[config.mk]
export PLATFORM = sky130hd
export DESIGN_NAME = ttc3_dus_fuse_loader
export DESIGN_NICKNAME = d
export VERILOG_FILES = /design/src/rtl/ttc3_dus_fuse_loader.sv
export SDC_FILE = /design/constraint.sdc
export NUM_CORES = 1
export LEC_CHECK = 0
export ABC_AREA = 1
export CAP_MARGIN = 20
export CORE_AREA = 2 2 175 177
export CTS_BUF_LIST = sky130_fd_sc_hd__clkbuf_8
export CTS_CLUSTER_SIZE = 8
export DETAILED_ROUTE_END_ITERATION = 6
export DIE_AREA = 0 0 177 179
export DONT_BUFFER_PORTS = 1
export PLACE_DENSITY_LB_ADDON = 0.2
export SETUP_SLACK_MARGIN = 0.5
export SYNTH_ARGS = -nofsm -noshare
export SYNTH_HDL_FRONTEND = slang
export SYNTH_SLANG_ARGS = --single-unit
[constraint.sdc]
create_clock -name i_clock -period 2.19 [get_ports i_clock]
set_clock_uncertainty 0.15 [all_clocks]
set_input_delay 0.1095 -clock i_clock [delete_from_list [all_inputs] [get_ports i_clock]]
set_output_delay 0.1095 -clock i_clock [all_outputs]
set_load 0.01 [all_outputs]
[src/rtl/ttc3_dus_fuse_loader.sv]
// ============================================================================
// Module   : ttc3_dus_fuse_loader
// Brief    : Reads the Device Unique Secret word-by-word from the fuse macro,
//            checks it, then hands it to the DUS storage block once. Optional
//            checksum word read enabled by defining TTC3_DUS_CHECKSUM_EN.
// Revision : 1.0 - initial release
// ============================================================================
`default_nettype none

module ttc3_dus_fuse_loader #(
    parameter int         DUS_WIDTH      = 256,
    parameter int         WORD_WIDTH     = 32,
    parameter logic [7:0] FUSE_BASE_ADDR = 8'h00,
    parameter int         TIMEOUT_CYCLES = 255
) (
    input  logic                  i_clock,
    input  logic                  i_reset_n,
    input  logic                  i_start,
    output logic                  o_fuse_req,
    output logic [7:0]            o_fuse_addr,
    input  logic                  i_fuse_ack,
    input  logic [WORD_WIDTH-1:0] i_fuse_rdata,
    input  logic                  i_fuse_err,
    input  logic                  i_dus_valid,
    output logic                  o_dus_write_enable,
    output logic [DUS_WIDTH-1:0]  o_dus_write_data,
    output logic                  o_busy,
    output logic                  o_done,
    output logic                  o_error,
    output logic [1:0]            o_err_cause
);

    localparam int c_NWORDS = DUS_WIDTH / WORD_WIDTH;
`ifdef TTC3_DUS_CHECKSUM_EN
    localparam int c_NREADS = c_NWORDS + 1;
`else
    localparam int c_NREADS = c_NWORDS;
`endif
    localparam int                c_IDXW     = (c_NREADS > 1) ? $clog2(c_NREADS) : 1;
    localparam logic [c_IDXW-1:0] c_LAST_IDX = c_IDXW'(c_NREADS - 1);
    localparam logic [7:0]        c_TO_LAST  = 8'(TIMEOUT_CYCLES - 1);

    typedef enum logic [2:0] {
        S_IDLE  = 3'd0,
        S_FETCH = 3'd1,
        S_GAP   = 3'd2,
        S_CHECK = 3'd3,
        S_WRITE = 3'd4,
        S_DONE  = 3'd5,
        S_ERROR = 3'd6
    } state_t;

    state_t                r_state;
    state_t                w_next;
    logic [1:0]            w_cause;
    logic [c_IDXW-1:0]     w_idx_nxt;
    logic                  w_integrity_bad;

    logic [c_IDXW-1:0]     r_idx;
    logic [7:0]            r_tcnt;
    logic [DUS_WIDTH-1:0]  r_secret;
    logic                  r_fuse_req;
    logic [7:0]            r_fuse_addr;
    logic [1:0]            r_cause;

`ifdef TTC3_DUS_CHECKSUM_EN
    localparam logic [c_IDXW-1:0] c_CSUM_IDX = c_IDXW'(c_NWORDS);
    logic [WORD_WIDTH-1:0] r_csum;
    logic [WORD_WIDTH-1:0] w_xor;

    always_comb begin
        w_xor = '0;
        for (int k = 0; k < c_NWORDS; k++) begin
            w_xor = w_xor ^ r_secret[k*WORD_WIDTH +: WORD_WIDTH];
        end
    end

    assign w_integrity_bad = (r_secret == '0) || (r_csum != w_xor);
`else
    assign w_integrity_bad = (r_secret == '0);
`endif

    always_ff @(posedge i_clock or negedge i_reset_n) begin
        if (!i_reset_n) begin
            r_state <= S_IDLE;
        end else begin
            r_state <= w_next;
        end
    end

    // An ack always takes priority over a timeout landing in the same cycle.
    always_comb begin
        w_next    = r_state;
        w_cause   = 2'd0;
        w_idx_nxt = r_idx;
        case (r_state)
            S_IDLE: begin
                if (i_start && !i_dus_valid) begin
                    w_next    = S_FETCH;
                    w_idx_nxt = '0;
                end
            end
            S_FETCH: begin
                if (i_fuse_ack) begin
                    if (i_fuse_err) begin
                        w_next  = S_ERROR;
                        w_cause = 2'd1;
                    end else if (r_idx == c_LAST_IDX) begin
                        w_next = S_CHECK;
                    end else begin
                        w_next = S_GAP;
                    end
                end else if (r_tcnt == c_TO_LAST) begin
                    w_next  = S_ERROR;
                    w_cause = 2'd2;
                end
            end
            S_GAP: begin
                w_next    = S_FETCH;
                w_idx_nxt = r_idx + 1'b1;
            end
            S_CHECK: begin
                if (w_integrity_bad) begin
                    w_next  = S_ERROR;
                    w_cause = 2'd3;
                end else begin
                    w_next = S_WRITE;
                end
            end
            S_WRITE: w_next = S_DONE;
            default: w_next = r_state;
        endcase
    end

    always_ff @(posedge i_clock or negedge i_reset_n) begin
        if (!i_reset_n) begin
            r_idx       <= '0;
            r_tcnt      <= '0;
            r_secret    <= '0;
            r_fuse_req  <= 1'b0;
            r_fuse_addr <= 8'h00;
            r_cause     <= 2'd0;
`ifdef TTC3_DUS_CHECKSUM_EN
            r_csum      <= '0;
`endif
        end else begin
            r_idx      <= w_idx_nxt;
            r_fuse_req <= (w_next == S_FETCH);
            if ((w_next == S_FETCH) && (r_state != S_FETCH)) begin
                r_fuse_addr <= FUSE_BASE_ADDR + {{(8-c_IDXW){1'b0}}, w_idx_nxt};
                r_tcnt      <= 8'h00;
            end else if ((r_state == S_FETCH) && !i_fuse_ack) begin
                r_tcnt <= r_tcnt + 8'h01;
            end
            if ((r_state == S_FETCH) && i_fuse_ack && !i_fuse_err) begin
`ifdef TTC3_DUS_CHECKSUM_EN
                if (r_idx == c_CSUM_IDX) begin
                    r_csum <= i_fuse_rdata;
                end else begin
                    r_secret[int'(r_idx)*WORD_WIDTH +: WORD_WIDTH] <= i_fuse_rdata;
                end
`else
                r_secret[int'(r_idx)*WORD_WIDTH +: WORD_WIDTH] <= i_fuse_rdata;
`endif
            end
            // Scrub last so it overrides any capture on the way out.
            if ((w_next == S_DONE) || (w_next == S_ERROR)) begin
                r_secret <= '0;
`ifdef TTC3_DUS_CHECKSUM_EN
                r_csum   <= '0;
`endif
            end
            if ((w_next == S_ERROR) && (r_state != S_ERROR)) begin
                r_cause <= w_cause;
            end
        end
    end

    assign o_fuse_req         = r_fuse_req;
    assign o_fuse_addr        = r_fuse_addr;
    assign o_dus_write_enable = (r_state == S_WRITE);
    assign o_dus_write_data   = (r_state == S_WRITE) ? r_secret : '0;
    assign o_busy             = (r_state == S_FETCH) || (r_state == S_GAP) ||
                                (r_state == S_CHECK) || (r_state == S_WRITE);
    assign o_done             = (r_state == S_DONE);
    assign o_error            = (r_state == S_ERROR);
    assign o_err_cause        = r_cause;

endmodule

`default_nettype wire

# == After elaboration in Yosys (flattened, before gate mapping) ==
# Index checks and enable logic that the tools add are counted.
# Widths: inputs -> output; s select.
# totals
out_inout_bits,271
regBits,276
elab_cells,62
in_bits,38
# op_classes
n_mux,20
n_reduce_logical,17
n_addsub,3
shift,2
n_eq_ne,13
# op_table
operator,count
$mux 256,3
$bwmux 256,1
$logic_not 256->1,1
$shift 32x33->256 const A,1
$shiftx 32x33->256,1
$neg 8->33,1
$eq 3x3->1 const B,6
$mux 8,2
$mux 3,5
$pmux 3 s5,1
$add 8x1->8 const B,1
$eq 8x8->1 const B,1
$mux 2,4
$eq 3x1->1 const B,2
$eq 3x2->1 const B,2
$logic_and 1x1->1,6
$pmux 3 s2,1
$logic_or 1x1->1,4
$pmux 2 s2,1
$reduce_bool 2->1,2
$add 3x1->3 const B,1
$logic_not 1->1,3
$logic_not 3->1,1
$ne 3x1->1 const B,1
2 further kinds,3

# == Logic depth before layout (Yosys ltp) ==
# Gate-level depths: netlist of run 1.
# logic_depth
depth_word,8
mapped_depth,15
depth_no_buf,13

# == Least setup slack after synthesis of run 1 ==
# OpenSTA, ideal clock, no wires.
# synth_timing
path_type,register -> register
startpoint,reg r_idx[0]
endpoint,reg r_secret[32]
slack_ps,-160
setup_time_ps,69
synth_period_minus_slack_ps,2350
arrival_ps,2132
stages_incl_launch_ff,12
path_cell_list,dfrtp_1 > buf_2 > inv_1 > ha_1 > clkbuf_1 > inv_1 > nor2_1 > nand3_1 > clkbuf_1 > o21ai_0 > inv_1 > nor2_2
# synth_between
elab_chain_len,8
elab_cells_between_ends,15
classes_between,add/sub: 1; eq/ne: 3; shift: 2; mux: 7; reduce/logical: 2
# synth_lines
item,line_no,rtl
start: declaration,59,logic [c_IDXW-1:0] r_idx;
start signal: assignment,147,r_idx <= w_idx_nxt;
branches (longest 8 deep; another with $neg 8->33),n/a,
end signal: indexed assignment,163,r_secret[int'(r_idx)*WORD_WIDTH +: WORD_WIDTH] <= i_fuse_rdata;
end: declaration,61,logic [DUS_WIDTH-1:0] r_secret;
# Parallel ways; which one is timed is not known. The select of a mux whose other input is x is not followed.
# A chain may end at the register's enable or synchronous reset.

# == Worst setup path in the final report of run 1 ==
# layout_timing
startpoint,reg r_secret[205]
endpoint,reg r_secret[168]
# layout_between
elab_chain_len,6
elab_cells_between_ends,8
classes_between,eq/ne: 2; mux: 3; reduce/logical: 3
# layout_lines
item,line_no,rtl
$logic_not 256->1 *,80,assign w_integrity_bad = (r_secret == '0);
$mux 2 *,123,if (w_integrity_bad) begin
$pmux 3 s5 *,96,case (r_state)
$eq 3x3->1,167,if ((w_next == S_DONE) || (w_next == S_ERROR)) begin
$logic_or 1x1->1 *,167,
$mux 256 / $reduce_bool 2->1 (equally long branches),n/a,
# Every way passes the cells marked *; elsewhere a longest branch is shown, timed or not.

==> metrics.cfg, run 1 <==
[cts]
hold_buffers=33
cts_made_buffers=46
cts_root_buf=clkbuf_8
clkTransAtPathRegs_ns=0.07
clock_latency_ns=0.57
cts.sinks=276
clk_path_buf_depth=3
cts_tree=yes
h-tree-depth=2

[setup_path]
cp_max_fo=10
crit_path_end_kind=register
arrival_ns=3.18
worstSetupPathType=reg2reg
crit_required_ns=2.50
start_kind=register

[yosys]
syn_area_um2=16220
syn_avg_cell_area_um2=6.839
synth_top_family_by_area=simple AND/OR/NAND/NOR gates
synthMuxAreaShare=0
netlist_instances=2372
yosys.area_share.adder=0.004627
synth_xor_xnor_area_share=0.0005399
synth_seq_cells=276
synth_compound_area_frac=0.08885
yosys.area_share.simple=0.2994
yosysSeqAreaShare=0.4257
synth.distinct_cells=30
yosysWarnings=0

[placed_design]
gp_congestion=0.8652
port_buffers=0
place_hpwl_um=36350

[layout]
fin_util=0.8425
fillers=1588
nets=2891
area_growth_syn_to_layout_pct=55.95
final_common_cell=inv_1
multiInputGateArea_um2=8718
regArea_um2=6907
mostFrequentLayoutCells=inv_1, nand2_1, buf_4
drive_gt1_frac=0.3913

[route]
wire_per_inst_um=20.20
first_iter_violations=1737
ant_nets=0
totalWireLength_um=66270
post-route-drc-count=0
first_pass_iters=6
vias=17760
routed_via_density=5.414

[power_and_ir_drop]
p_total_w=0.01019
cellPowerDensity_nw_per_um2=402.6
ir_drop_mv=0.5094
leakage_nw=10.27

[floorplan]
initial_utilization=0.5402
die_width_um=177
core_area_um2=30030
die_y_um=179
placementRows=64
dieArea_um2=31680
ios=309

[sta]
hold_slack_ns=-0.9109
finalHoldViolCount=281
setup_viol=515
setup_ws_ns=-0.6789
rsz0062_at_grt=true
slew_violations=0
fmax_ghz=0.3486
worstMarginPinSlew_ns=0.7352
finalCriticalPeriod_ns=2.869
max_slew_margin=0.5099
fin_crit_sh=1.310

[run_status]
status=finished, violations left
violations=hold timing, setup timing

[grt]
overflow=0
grt_usage=0.3324
grt_pass1_wl_um=81140
grt_max_degree=277
grt_pass1_vias=15360
grt_antenna_before_repair=2

[job]
max-cap-violations=0

[hold_path]
worst_hold_path_type=in2async

final timing paths:
path	slack, ns	endpoint	from	cells past startpoint
setup / recovery	-0.68	r_secret[168]$_DFFE_PN0P_	r_secret[205]$_DFFE_PN0P_	16
hold / removal	-0.91	r_secret[50]$_DFFE_PN0P_	i_reset_n	0
setup reg to reg	-0.68	r_secret[168]$_DFFE_PN0P_	r_secret[205]$_DFFE_PN0P_	16
hold reg to reg	0.40	o_fuse_addr[1]$_DFFE_PN0N_	o_fuse_addr[1]$_DFFE_PN0N_	2
max in group asynchronous	2.17	r_tcnt[6]$_DFFE_PN0P_	i_reset_n	0
min in group i_clock	-0.10	o_fuse_req$_DFF_PN0_	i_fuse_err	5
cells in the mapped netlist:
library cell  instances  share of area
nor2_2              201          0.078
o21ai_0             201          0.062
buf_4                 5         0.0023
nand2_2               2        0.00077
nand3_2               1        0.00062
o22ai_1               1        0.00039
dfrtp_1             276           0.43
a21oi_1               7         0.0022
a221oi_1              1        0.00054
nand4_2               1        0.00077
clkbuf_1             76          0.018
nand2_1             369          0.085
buf_2                11         0.0034
buf_6                 4         0.0028
nor2_4                1        0.00069
nand4_1              11         0.0042
nand3_1              33          0.010
xor2_1                1        0.00054
buf_8                23          0.021
nor3_1                8         0.0025
inv_1               566           0.13
inv_2                 8         0.0019
nor3b_1               3         0.0014
nor2_1              490           0.11
nor3_4                2         0.0020
clkinv_1              2        0.00046
conb_1                1        0.00023
o21ai_1              29         0.0089
o31ai_1              32          0.015
ha_1                  6         0.0046
repair_timing:
item	CTS	global route
cloned	14	28
setup buffers	35	16
hold endpoints to repair	512	279
gates resized for setup	129	655
pin swaps	16	44
setup endpoints to repair	524	528
cell type report:
cell class | instances | area share
Timing Repair Buffer | 542 | 0.2379
Sequential cell | 276 | 0.2730
Multi-Input combinational cell | 1405 | 0.3446
Clock inverter | 21 | 0.004154
Inverter | 576 | 0.08640
Clock buffer | 63 | 0.03427
Antenna cell | 1 | 0.00009891
Tap cell | 396 | 0.01958
through the flow:
step | std cells | worst slack [ns] | hold WS (ns) | TNS [ns] | instance area (um2)
after floorplan | 2376 | 0.01155 | -0.3361 | 0 | 16540
after global placement | 3069 | -0.6148 | -0.3207 | -149.38 | 19610
after detailed placement | 3069 | -0.6768 | -0.3194 | -162.30 | 19610
after CTS | 3235 | -0.4368 | -0.9093 | -156.64 | 22100
after global routing | 3280 | -0.8044 | -0.9341 | -253.32 | 25300
final | 3280 | -0.6789 | -0.9109 | -227.85 | 25300
flip-flops by register name, indices dropped and copies added, names as in the netlist:
name	count
r_idx	3
r_secret	256
o_fuse_addr	3
o_err_cause	2
r_state	3
r_tcnt	8
o_fuse_req	1
worst max-delay path: stages (launching register included):
cell     delay, ns
dfrtp_1       0.40
nor2_1        0.10
nand3_1       0.13
nor2_2        0.33
nand2_1       0.11
nor2_2        0.17
nand3_2       0.11
nor2_4        0.16
nand2_2       0.07
nand2_2       0.07
nand2_1       0.10
nand3_2       0.13
nand2_8       0.08
buf_12        0.15
buf_12        0.15
buf_12        0.14
nor2_1        0.21
power breakdown:
group | total [W] | leakage (nW) | internal, W | switching (W)
sequential | 0.00511 | 3.78 | 0.00510 | 0.00000375
clock | 0.00486 | 0.574 | 0.00266 | 0.00220
combinational | 0.000222 | 5.91 | 0.0000549 | 0.000167
total | 0.0102 | 10.3 | 0.00782 | 0.00237
routing by layer:
layer | vias to the layer above | global-route usage | part of all wire
met2 | 1168 | 0.5535 | 0.47
met3 | 373 | 0.04347 | 0.096
met4 | 2 | 0.1622 | 0.082
met5 | - | 0 | 0.00015
met1 | 8339 | 0.4290 | 0.35
li1 | 7877 | - | -
cell families after synthesis:
logic type	after synthesis
AOI/OAI and AO/OA	271
other	1
DFF	276
buffers and inverters	695
xor gates and xnor gates	1
and+or+nand+nor	1122
adders and majority gates	6
Note: power is estimated with default switching activity, not from simulation.
==> inputs of run 2 (changes only) <==
GPL_TIMING_DRIVEN = 0   (was unset)
HOLD_SLACK_MARGIN = 0.03   (was unset)
==> metrics.cfg, run 2 (synthesized netlist as in run 1, its figures left out) <==
[setup_path]
arrival_ns=3.09  ; -0.09 ns
reg2reg_depth=13  ; -3
reg2reg_from=r_secret[74]$_DFFE_PN0P_
start_kind=register
reg2reg_setup_slack_ns=-0.57  ; +0.11 ns
startpoint=r_secret[74]$_DFFE_PN0P_
crit_path_end_kind=register
crit_required_ns=2.51  ; about the same
worstSetupPathType=reg2reg
reg2reg_to=r_secret[133]$_DFFE_PN0P_
cp_max_fo=6  ; -4
crit_end=r_secret[133]$_DFFE_PN0P_

[floorplan]
die_y_um=179  ; unchanged
dieArea_um2=31680  ; unchanged
ios=309  ; unchanged
initial_utilization=0.5402  ; unchanged
die_width_um=177  ; unchanged
core_area_um2=30030  ; unchanged
placementRows=64  ; unchanged

[route]
routed_via_density=5.596  ; +3.4%
first_pass_iters=7  ; +1
post-route-drc-count=2  ; +2
ant_nets=0  ; unchanged
first_iter_violations=1887  ; +8.6%
wire_per_inst_um=21.65  ; +7.2%
vias=16690  ; -6.0%
totalWireLength_um=64580  ; -2.5%

[grt]
grt_pass1_wl_um=90900  ; +12%
grt_usage=0.3810  ; +0.04860
grt_antenna_before_repair=4  ; +2
grt_pass1_vias=15590  ; +1.5%
grt_max_degree=277  ; unchanged
overflow=0  ; unchanged

[cts]
clock_latency_ns=0.59  ; +0.02 ns
clk_path_buf_depth=3  ; unchanged
cts_root_buf=clkbuf_8
cts_made_buffers=48  ; +4.3%
hold_buffers=34  ; +3.0%
clkTransAtPathRegs_ns=0.06  ; about the same
h-tree-depth=2  ; unchanged
cts.sinks=276  ; unchanged
cts_tree=yes

[layout]
largest_register_ffs=256  ; unchanged
mostFrequentLayoutCells=inv_1, nand2_1, nor2_4
final_common_cell=inv_1
area_growth_syn_to_layout_pct=42.22
instances_no_fill=2983  ; -9.1%
fillers=1983  ; +25%
regMostFlops=r_secret
drive_gt1_frac=0.3253  ; -0.06593
nets=2592  ; -10%
reg_top3=r_secret (256), r_tcnt (8)

[power_and_ir_drop]
ir_drop_mv=0.4037  ; -21%
p_total_w=0.01031  ; +1.2%
leakage_nw=8.858  ; -14%
cellPowerDensity_nw_per_um2=447.0  ; +11%

[sta]
setup_viol=513  ; -0.39%
slew_violations=0  ; unchanged
finalHoldViolCount=283  ; +0.71%
tns_ns=-217.57  ; +10.28 ns
worstMarginPinSlew_ns=0.7955  ; +0.06030 ns
hold_slack_ns=-0.9267  ; -0.01577 ns
max_slew_margin=0.4697  ; -0.04020
setup_ws_ns=-0.5739  ; +0.1051 ns
fin_crit_sh=1.262  ; -0.04799
finalCriticalPeriod_ns=2.764  ; -0.1051 ns
rsz0062_at_grt=true
fmax_ghz=0.3618  ; +3.8%

[run_status]
status=finished, violations left
violations=DRC, hold timing, setup timing

[placed_design]
dp_cells=2772  ; -9.7%
port_buffers=0  ; unchanged
gp_congestion=0.9188  ; +6.2%
place_hpwl_um=39220  ; +7.9%

[hold_path]
worst_hold_path_type=in2async

[job]
max-cap-violations=0  ; unchanged

-- run 2: repair_timing --
item | CTS | global route
endpoints found under the hold margin | 527 | 282
endpoints found under the setup margin | 524 | 532
cloned | 34 | 16
setup buffers | 26 | 12
pin swaps | 35 | 44
resized for setup | 687 | 156
-- run 2: through the flow --
stage,worst slack [ns],utilization,hold slack (ns),cell area (um2)
2_1_floorplan,0.01155,-,-0.3361,16540
3_3_place_gp,-0.8835,0.5673,-0.3203,17040
3_5_place_dp,-0.8720,0.5673,-0.3211,17040
4_1_cts,-0.3934,0.7327,-0.9231,22000
5_1_grt,-0.6073,0.7683,-0.9332,23070
6_report,-0.5739,0.7683,-0.9267,23070
-- run 2: worst min-delay path by stage --
stage               from                          to  slack (ns)
3_3_place_gp   i_reset_n   r_secret[240]$_DFFE_PN0P_       -0.32
2_1_floorplan  i_reset_n  o_err_cause[0]$_DFFE_PN0P_       -0.34
6_report       i_reset_n    r_secret[46]$_DFFE_PN0P_       -0.93
4_1_cts        i_reset_n   r_secret[242]$_DFFE_PN0P_       -0.92
5_1_grt        i_reset_n    r_secret[40]$_DFFE_PN0P_       -0.93
3_5_place_dp   i_reset_n   r_secret[241]$_DFFE_PN0P_       -0.32
-- run 2: where the power goes --
| part | total (W) | switching (W) | internal [W] |
|---|---|---|---|
| clock network | 0.00498 | 0.00229 | 0.00269 |
| logic | 0.000224 | 0.000164 | 0.0000603 |
| registers | 0.00511 | 0.00000354 | 0.00510 |
-- run 2: layout make-up --
cell class / count / area (um2) / share of cell area
antenna: 5 / 12.51 / 0.0005423
buffer: 119 / 1688 / 0.07316
clock buffer: 67 / 922.1 / 0.03997
clock inverter: 17 / 66.31 / 0.002874
inverter: 576 / 2172 / 0.09414
multi-input combinational: 1405 / 8820 / 0.3823
sequential: 276 / 6909 / 0.2995
tap: 396 / 495.5 / 0.02148
timing repair buffer: 122 / 1987 / 0.08612
-- run 2: routing by layer --
layer	track usage	part of all wire	wire [um]	vias up
met5	0	0	0	-
met4	0.2421	0.076	4882	0
met3	0.09033	0.11	7420	294
met2	0.5986	0.46	29470	1198
met1	0.4736	0.35	22810	7930
li1	-	-	-	7272
-- run 2: critical path, cell delays in order, from the launching register on --
cell and delay [ns]:
dfrtp_1 0.37, inv_1 0.14, nand4_1 0.23, nor3b_4 0.31, nand2_1 0.14, nor2_4 0.21
nand2_2 0.08, nand2_2 0.08, nand4_1 0.20, nand2_8 0.23, buf_12 0.14, buf_16 0.15
clkbuf_16 0.16, nor2_2 0.03
